[src/rtl/neopixel_tx.sv]
// WS2812-style single-wire LED transmitter: 24-bit GRB words in over valid/ready,
// MSB-first pulse-width coded bits out, plus an on-demand low latch code.
module neopixel_tx #(
  parameter int T0H_CNT = 16,
  parameter int T0L_CNT = 44,
  parameter int T1H_CNT = 40,
  parameter int T1L_CNT = 20,
  parameter int RST_CNT = 15000
) (
  input  logic        clk_i,
  input  logic        rst_i,
  input  logic [23:0] data_i,
  input  logic        valid_i,
  output logic        ready_o,
  input  logic        latch_i,
  output logic        bit_o,
  output logic        busy_o,
  output logic        done_o
);

  localparam int MAX_A   = (T0H_CNT > T0L_CNT) ? T0H_CNT : T0L_CNT;
  localparam int MAX_B   = (T1H_CNT > T1L_CNT) ? T1H_CNT : T1L_CNT;
  localparam int MAX_AB  = (MAX_A > MAX_B) ? MAX_A : MAX_B;
  localparam int MAX_CNT = (MAX_AB > RST_CNT) ? MAX_AB : RST_CNT;
  localparam int CW      = $clog2(MAX_CNT + 1);

  // Counters load N-1 and count down to 0, so each period is exactly N cycles.
  localparam logic [CW-1:0] T0H_LD = CW'(T0H_CNT - 1);
  localparam logic [CW-1:0] T0L_LD = CW'(T0L_CNT - 1);
  localparam logic [CW-1:0] T1H_LD = CW'(T1H_CNT - 1);
  localparam logic [CW-1:0] T1L_LD = CW'(T1L_CNT - 1);
  localparam logic [CW-1:0] RST_LD = CW'(RST_CNT - 1);

  typedef enum logic [1:0] {IDLE, HIGH, LOW, RESET} state_t;

  state_t      state;
  state_t      state_nxt;
  logic [23:0] shreg;
  logic [4:0]  bit_cnt;
  logic [CW-1:0] cnt;
  logic        period_end;
  logic        word_end;
  logic        xfer;
  logic        bit_nxt;
  logic        done_nxt;

  function automatic logic [CW-1:0] high_load(input logic b);
    return b ? T1H_LD : T0H_LD;
  endfunction

  function automatic logic [CW-1:0] low_load(input logic b);
    return b ? T1L_LD : T0L_LD;
  endfunction

  assign period_end = (cnt == '0);
  assign word_end   = (state == LOW) && (bit_cnt == 5'd0) && period_end;
  assign ready_o    = !rst_i && ((state == IDLE) || word_end);
  assign xfer       = valid_i && ready_o;

  always_ff @(posedge clk_i) begin
    if (rst_i) begin
      state  <= IDLE;
      bit_o  <= 1'b0;
      done_o <= 1'b0;
    end else begin
      state  <= state_nxt;
      bit_o  <= bit_nxt;
      done_o <= done_nxt;
    end
  end

  always_comb begin
    state_nxt = state;
    case (state)
      IDLE: begin
        if (xfer)         state_nxt = HIGH;
        else if (latch_i) state_nxt = RESET;
      end
      HIGH: begin
        if (period_end) state_nxt = LOW;
      end
      LOW: begin
        if (period_end) begin
          if (bit_cnt != 5'd0) state_nxt = HIGH;
          else if (xfer)       state_nxt = HIGH;
          else                 state_nxt = IDLE;
        end
      end
      RESET: begin
        if (period_end) state_nxt = IDLE;
      end
      default: state_nxt = IDLE;
    endcase
  end

  // bit_o and done_o are registered from the next state so the pin follows the FSM without glitches.
  always_comb begin
    busy_o   = (state != IDLE);
    bit_nxt  = (state_nxt == HIGH);
    done_nxt = (state == RESET) && (state_nxt == IDLE);
  end

  always_ff @(posedge clk_i) begin
    if (rst_i) begin
      shreg   <= '0;
      bit_cnt <= '0;
      cnt     <= '0;
    end else begin
      case (state)
        IDLE: begin
          if (xfer) begin
            shreg   <= data_i;
            bit_cnt <= 5'd23;
            cnt     <= high_load(data_i[23]);
          end else if (latch_i) begin
            cnt <= RST_LD;
          end
        end
        HIGH: begin
          if (period_end) cnt <= low_load(shreg[23]);
          else            cnt <= cnt - CW'(1);
        end
        LOW: begin
          if (period_end) begin
            if (bit_cnt != 5'd0) begin
              shreg   <= {shreg[22:0], 1'b0};
              bit_cnt <= bit_cnt - 5'd1;
              cnt     <= high_load(shreg[22]);
            end else if (xfer) begin
              shreg   <= data_i;
              bit_cnt <= 5'd23;
              cnt     <= high_load(data_i[23]);
            end
          end else begin
            cnt <= cnt - CW'(1);
          end
        end
        RESET: begin
          if (!period_end) cnt <= cnt - CW'(1);
        end
        default: cnt <= '0;
      endcase
    end
  end

endmodule

[config.mk]
export PLATFORM = sky130hd
export DESIGN_NAME = neopixel_tx
export DESIGN_NICKNAME = d
export VERILOG_FILES = /design/src/rtl/neopixel_tx.sv
export SDC_FILE = /design/constraint.sdc
export NUM_CORES = 1
export LEC_CHECK = 0
export ABC_AREA = 1
export ABC_CLOCK_PERIOD_IN_PS = 1900
export CAP_MARGIN = 10
export CORE_MARGIN = 5
export CORE_UTILIZATION = 50
export DETAILED_ROUTE_END_ITERATION = 8
export HOLD_SLACK_MARGIN = 0.03
export PLACE_DENSITY = 0.72
export SLEW_MARGIN = 20
export SYNTH_ARGS = -nofsm -noshare
export SYNTH_HDL_FRONTEND = slang
export SYNTH_SLANG_ARGS = --single-unit
[constraint.sdc]
create_clock -name clk_i -period 1.9 [get_ports clk_i]
set_clock_uncertainty 0.1 [all_clocks]
set_input_delay 0.38 -clock clk_i [delete_from_list [all_inputs] [get_ports clk_i]]
set_output_delay 0.38 -clock clk_i [all_outputs]
set_load 0.02 [all_outputs]
==> out/summary.log <==
qor: final_layout.final-instance-count-excl-fill 569
qor: timing.post-route-min-period 2232 ps
qor: run.max_capacitance_violation_total 0
qor: yosys.post_synth_inst_count 388
qor: yosys.synth_top_flop_cell sky130_fd_sc_hd__dfxtp_1
qor: yosys.edff_count_synth 0
qor: setup_path.endpoint ready_o
qor: final_layout.post_route_cells_drive_above_1_share 47.70%
qor: global_route.first_global_vias 3,250
qor: place.port_buffers 31
qor: global_route.grt_first_pass_wirelength 15,460 um
qor: global_route.grtUsageMet2 44.97%
qor: timing.finalCritPeriodShare 117.5%
qor: setup_path.cp_data_arrival_time 1750 ps
qor: timing.fin_ws -331.6 ps
qor: timing.slew_headroom 66.93%
qor: timing.number_of_failing_setup_endpoints_in_the_final_timing_report 48
qor: status.violated_checks setup timing
qor: timing.finalHoldViolCount 0
qor: final_layout.synthToLayoutAreaGrowth 68.13%
qor: yosys.synth.yosys.warnings 0
qor: yosys.synth.yosys.seq_area_share 34.69%
qor: timing.worst_pin_slew 496.1 ps
qor: global_route.gr-total-overflow 0
qor: global_route.grt_start_max_net_pins 27
qor: clock_tree.hold_buffers 0
qor: yosys.yosys.cell_types.count 33
qor: global_route.busiest_layer met2
qor: pwr.power.static_leakage 1.945 nW
qor: final_layout.antenna_cells 0
qor: setup_path.family_with_the_most_delay_on_the_worst_path simple AND/OR/NAND/NOR gates
qor: final_layout.post-route-util 88.17%
qor: final_layout.fill_cells 214
qor: setup_path.crit_fanout 2
qor: place.hpwl 5209 um
qor: clock_tree.cts_tree built
qor: clock_tree.cts-htree-levels 2
qor: place.placed_cells_incl_taps 529
qor: drt.avgViaCountPerCell 6.453
qor: setup_path.timing_worst_setup_path_type flip-flop to output port
qor: yosys.yosysTopAreaCellShare 34.69%
qor: status.outcome finished with violations
qor: setup_path.worstReg2RegStart bit_cnt[0]
qor: drt.firstDrtPassIters 9
qor: floorplanning.die_span_y 83.66 um
qor: yosys.syn-cell-area 0.002713 mm^2
qor: global_route.met1_usage 31.51%
qor: setup_path.timing.critical_path.cells inv_2, ha_4, inv_2, nor2_4, nand2_4, nor2_4, nand3_4, nand2_4, inv_2, nor2_4, buf_6
qor: clock_tree.cts_inserted_buffers 5
qor: yosys.async_flop_share 0%
qor: clock_tree.latest_clock_arrival_within_the_worst_skew_pair 320 ps
qor: setup_path.r2r_cells 15
qor: setup_path.critical_path_depth 11
qor: drt.dr.first_iter.drc_count 582
qor: floorplanning.ios 32
qor: clock_tree.root_buffer sky130_fd_sc_hd__clkbuf_8
qor: floorplanning.floorplan.initialDensity 52.44%
qor: setup_path.critical_path.startpoint bit_cnt[0]
qor: setup_path.setup_slack_of_the_most_critical_reg_to_reg_path -300 ps
qor: drt.detail_route.wl_per_cell 23.36 um
qor: timing.max_clock_freq 448.1 MHz
qor: global_route.grt_use_total 26.89%
qor: setup_path.worst_setup_path_end_kind output port
qor: setup_path.path_buf_inv 4
qor: drt.routed_wl 13,290 um
qor: pwr.cellPowerDensity 1016 mW/mm^2
qor: yosys.synth.net_count 420
qor: final_layout.fin_nets 530
qor: yosys.synth_seq_cells 47
qor: worst_hold_path.worst_hold_path_type flip-flop to flip-flop
qor: yosys.netlist_top_cells_area sky130_fd_sc_hd__dfxtp_1, sky130_fd_sc_hd__a21oi_1, sky130_fd_sc_hd__nand2_1
qor: clock_tree.cts.path.max_buffers 2
qor: floorplanning.fp.coreArea 0.005172 mm^2
qor: floorplanning.die_area 0.006998 mm^2
qor: setup_path.crit_slowest_cell sky130_fd_sc_hd__dfxtp_2
qor: yosys.synthDominantAreaCellType sky130_fd_sc_hd__dfxtp_1
qor: floorplanning.dieWidth 83.66 um
qor: yosys.netlist_top_cells_count sky130_fd_sc_hd__nand2_1, sky130_fd_sc_hd__a21oi_1, sky130_fd_sc_hd__inv_1
qor: timing.slew_violations 0
qor: timing.rsz_0062_raised_after_global_routing true
qor: setup_path.rr_endpoint cnt[5]
qor: drt.vias 3,672
qor: floorplanning.std_cell_rows 26
qor: drt.drc 0
qor: clock_tree.clock-sinks 47
qor: yosys.synth_most_common_cell sky130_fd_sc_hd__nand2_1
qor: yosys.synth_area_per_cell 6.991 um^2
qor: setup_path.cp.required 1420 ps
qor: clock_tree.clk_pin_slew_worst_paths 110 ps
qor: global_route.grt_use_met3 7.206%
qor: global_route.antenna_found_initial 0
qor: setup_path.critical_path.startpoint_type flip-flop
qor: setup_path.delay_of_the_slowest_cell_on_the_worst_path 360 ps
qor: pwr.worst_ir_drop_vdd 0.7908 mV
qor: drt.final_antenna_net_count 0
qor: place.routabilityCongestion 0.8173
per-stage QoR:
stage / instance area [um^2] / power [mW] / TNS [ps] / hold slack, ps / setup WS [ps]
2_1_floorplan: 2713 / 2.290 / 0 / 329.1 / 0.5461
3_3_place_gp: 3436 / 2.873 / -4042 / 336.9 / -423.9
3_5_place_dp: 3436 / 2.918 / -4267 / 342.2 / -487.1
4_1_cts: 4011 / 3.956 / -2777 / 353.7 / -285.7
5_1_grt: 4561 / 4.806 / -12790 / 409.7 / -398.4
6_report: 4561 / 4.631 / -10010 / 374.5 / -331.6
kinds of logic (layout without fill, tap and decap cells):
group / count (synthesis) / count (layout) / share of synthesized area (%)
flops: 47 / 47 / 34.69
xor+xnor: 7 / 7 / 2.260
fa+ha+maj: 4 / 4 / 1.845
simple gates: 165 / 168 / 31.69
compound gates: 95 / 96 / 18.82
buf+inv: 70 / 177 / 10.70
worst min-delay path, delay by kind of cell, from the launching register on:
kind / cells / cell delay (ps)
AOI/OAI and AO/OA: 1 / 60
DFF: 1 / 310
buffers and inverters: 1 / 70
routing by layer:
metal / up-vias / share of wire [%]
met5: - / 0
met3: 151 / 11
li1: 1512 / -
met1: 1640 / 35
met2: 369 / 45
met4: 0 / 8.9
flip-flops by register name, summed over array words and instances, names as in the netlist:
signal,flops
cnt,14
bit_o,1
shreg,24
done_o,1
bit_cnt,5
state,2
layout by cell type, fill, tap and decap left out, types with 3 or more instances in the layout:
cell and count:
sky130_fd_sc_hd__nor2_4 10, sky130_fd_sc_hd__inv_1 46, sky130_fd_sc_hd__inv_2 7, sky130_fd_sc_hd__buf_4 60
sky130_fd_sc_hd__nand2_1 50, sky130_fd_sc_hd__nor2_1 16, sky130_fd_sc_hd__clkbuf_8 5, sky130_fd_sc_hd__nand3_4 6
sky130_fd_sc_hd__nor3_2 5, sky130_fd_sc_hd__a21oi_1 6, sky130_fd_sc_hd__ha_1 3, sky130_fd_sc_hd__nand2_4 7
sky130_fd_sc_hd__nand2_2 11, sky130_fd_sc_hd__nor3_1 4, sky130_fd_sc_hd__xnor2_1 4, sky130_fd_sc_hd__buf_12 7
sky130_fd_sc_hd__nor2_2 11, sky130_fd_sc_hd__dfxtp_1 45, sky130_fd_sc_hd__o21ai_0 5, sky130_fd_sc_hd__o221ai_2 3
sky130_fd_sc_hd__o21ai_2 13, sky130_fd_sc_hd__a21oi_4 10, sky130_fd_sc_hd__nand3_2 11, sky130_fd_sc_hd__nand3_1 19
sky130_fd_sc_hd__clkdlybuf4s50_1 29, sky130_fd_sc_hd__buf_6 10, sky130_fd_sc_hd__o21ai_1 17, sky130_fd_sc_hd__xor2_1 3
sky130_fd_sc_hd__nand4_1 12, sky130_fd_sc_hd__a21oi_2 37
report_power, final:
part	switching, mW	internal (mW)	total [mW]
registers	0.103	1.14	1.24
logic	1.54	1.03	2.57
clock network	0.416	0.400	0.816
total	2.06	2.57	4.63
what timing repair did:
| item | CTS | global route |
|---|---|---|
| pin swaps | 23 | 50 |
| setup buffers | 19 | 13 |
| endpoints found under the setup margin | 41 | 49 |
| gates resized for setup | 80 | 125 |
| cloned | 7 | 2 |
cell type report:
class	instances	area, um^2	area share [%]
multi-input cells	275	2093	45.90
repair buffers	110	1054	23.10
flip-flops and latches	47	943.4	20.69
inverters	56	230.2	5.048
well taps	70	87.58	1.920
clock buffers	5	68.82	1.509
clock inverters	3	47.55	1.043
repair inverters	3	36.28	0.7956
worst min-delay path by stage:
stage	start	to	slack [ps]	cells after the start
3_5_place_dp	shreg[4]	shreg[4]	340	2
3_3_place_gp	shreg[10]	shreg[10]	340	2
4_1_cts	shreg[4]	shreg[4]	350	2
2_1_floorplan	shreg[10]	shreg[10]	330	2
6_report	shreg[12]	shreg[12]	370	2
5_1_grt	shreg[12]	shreg[12]	410	2
(Power assumes the default switching activity.)
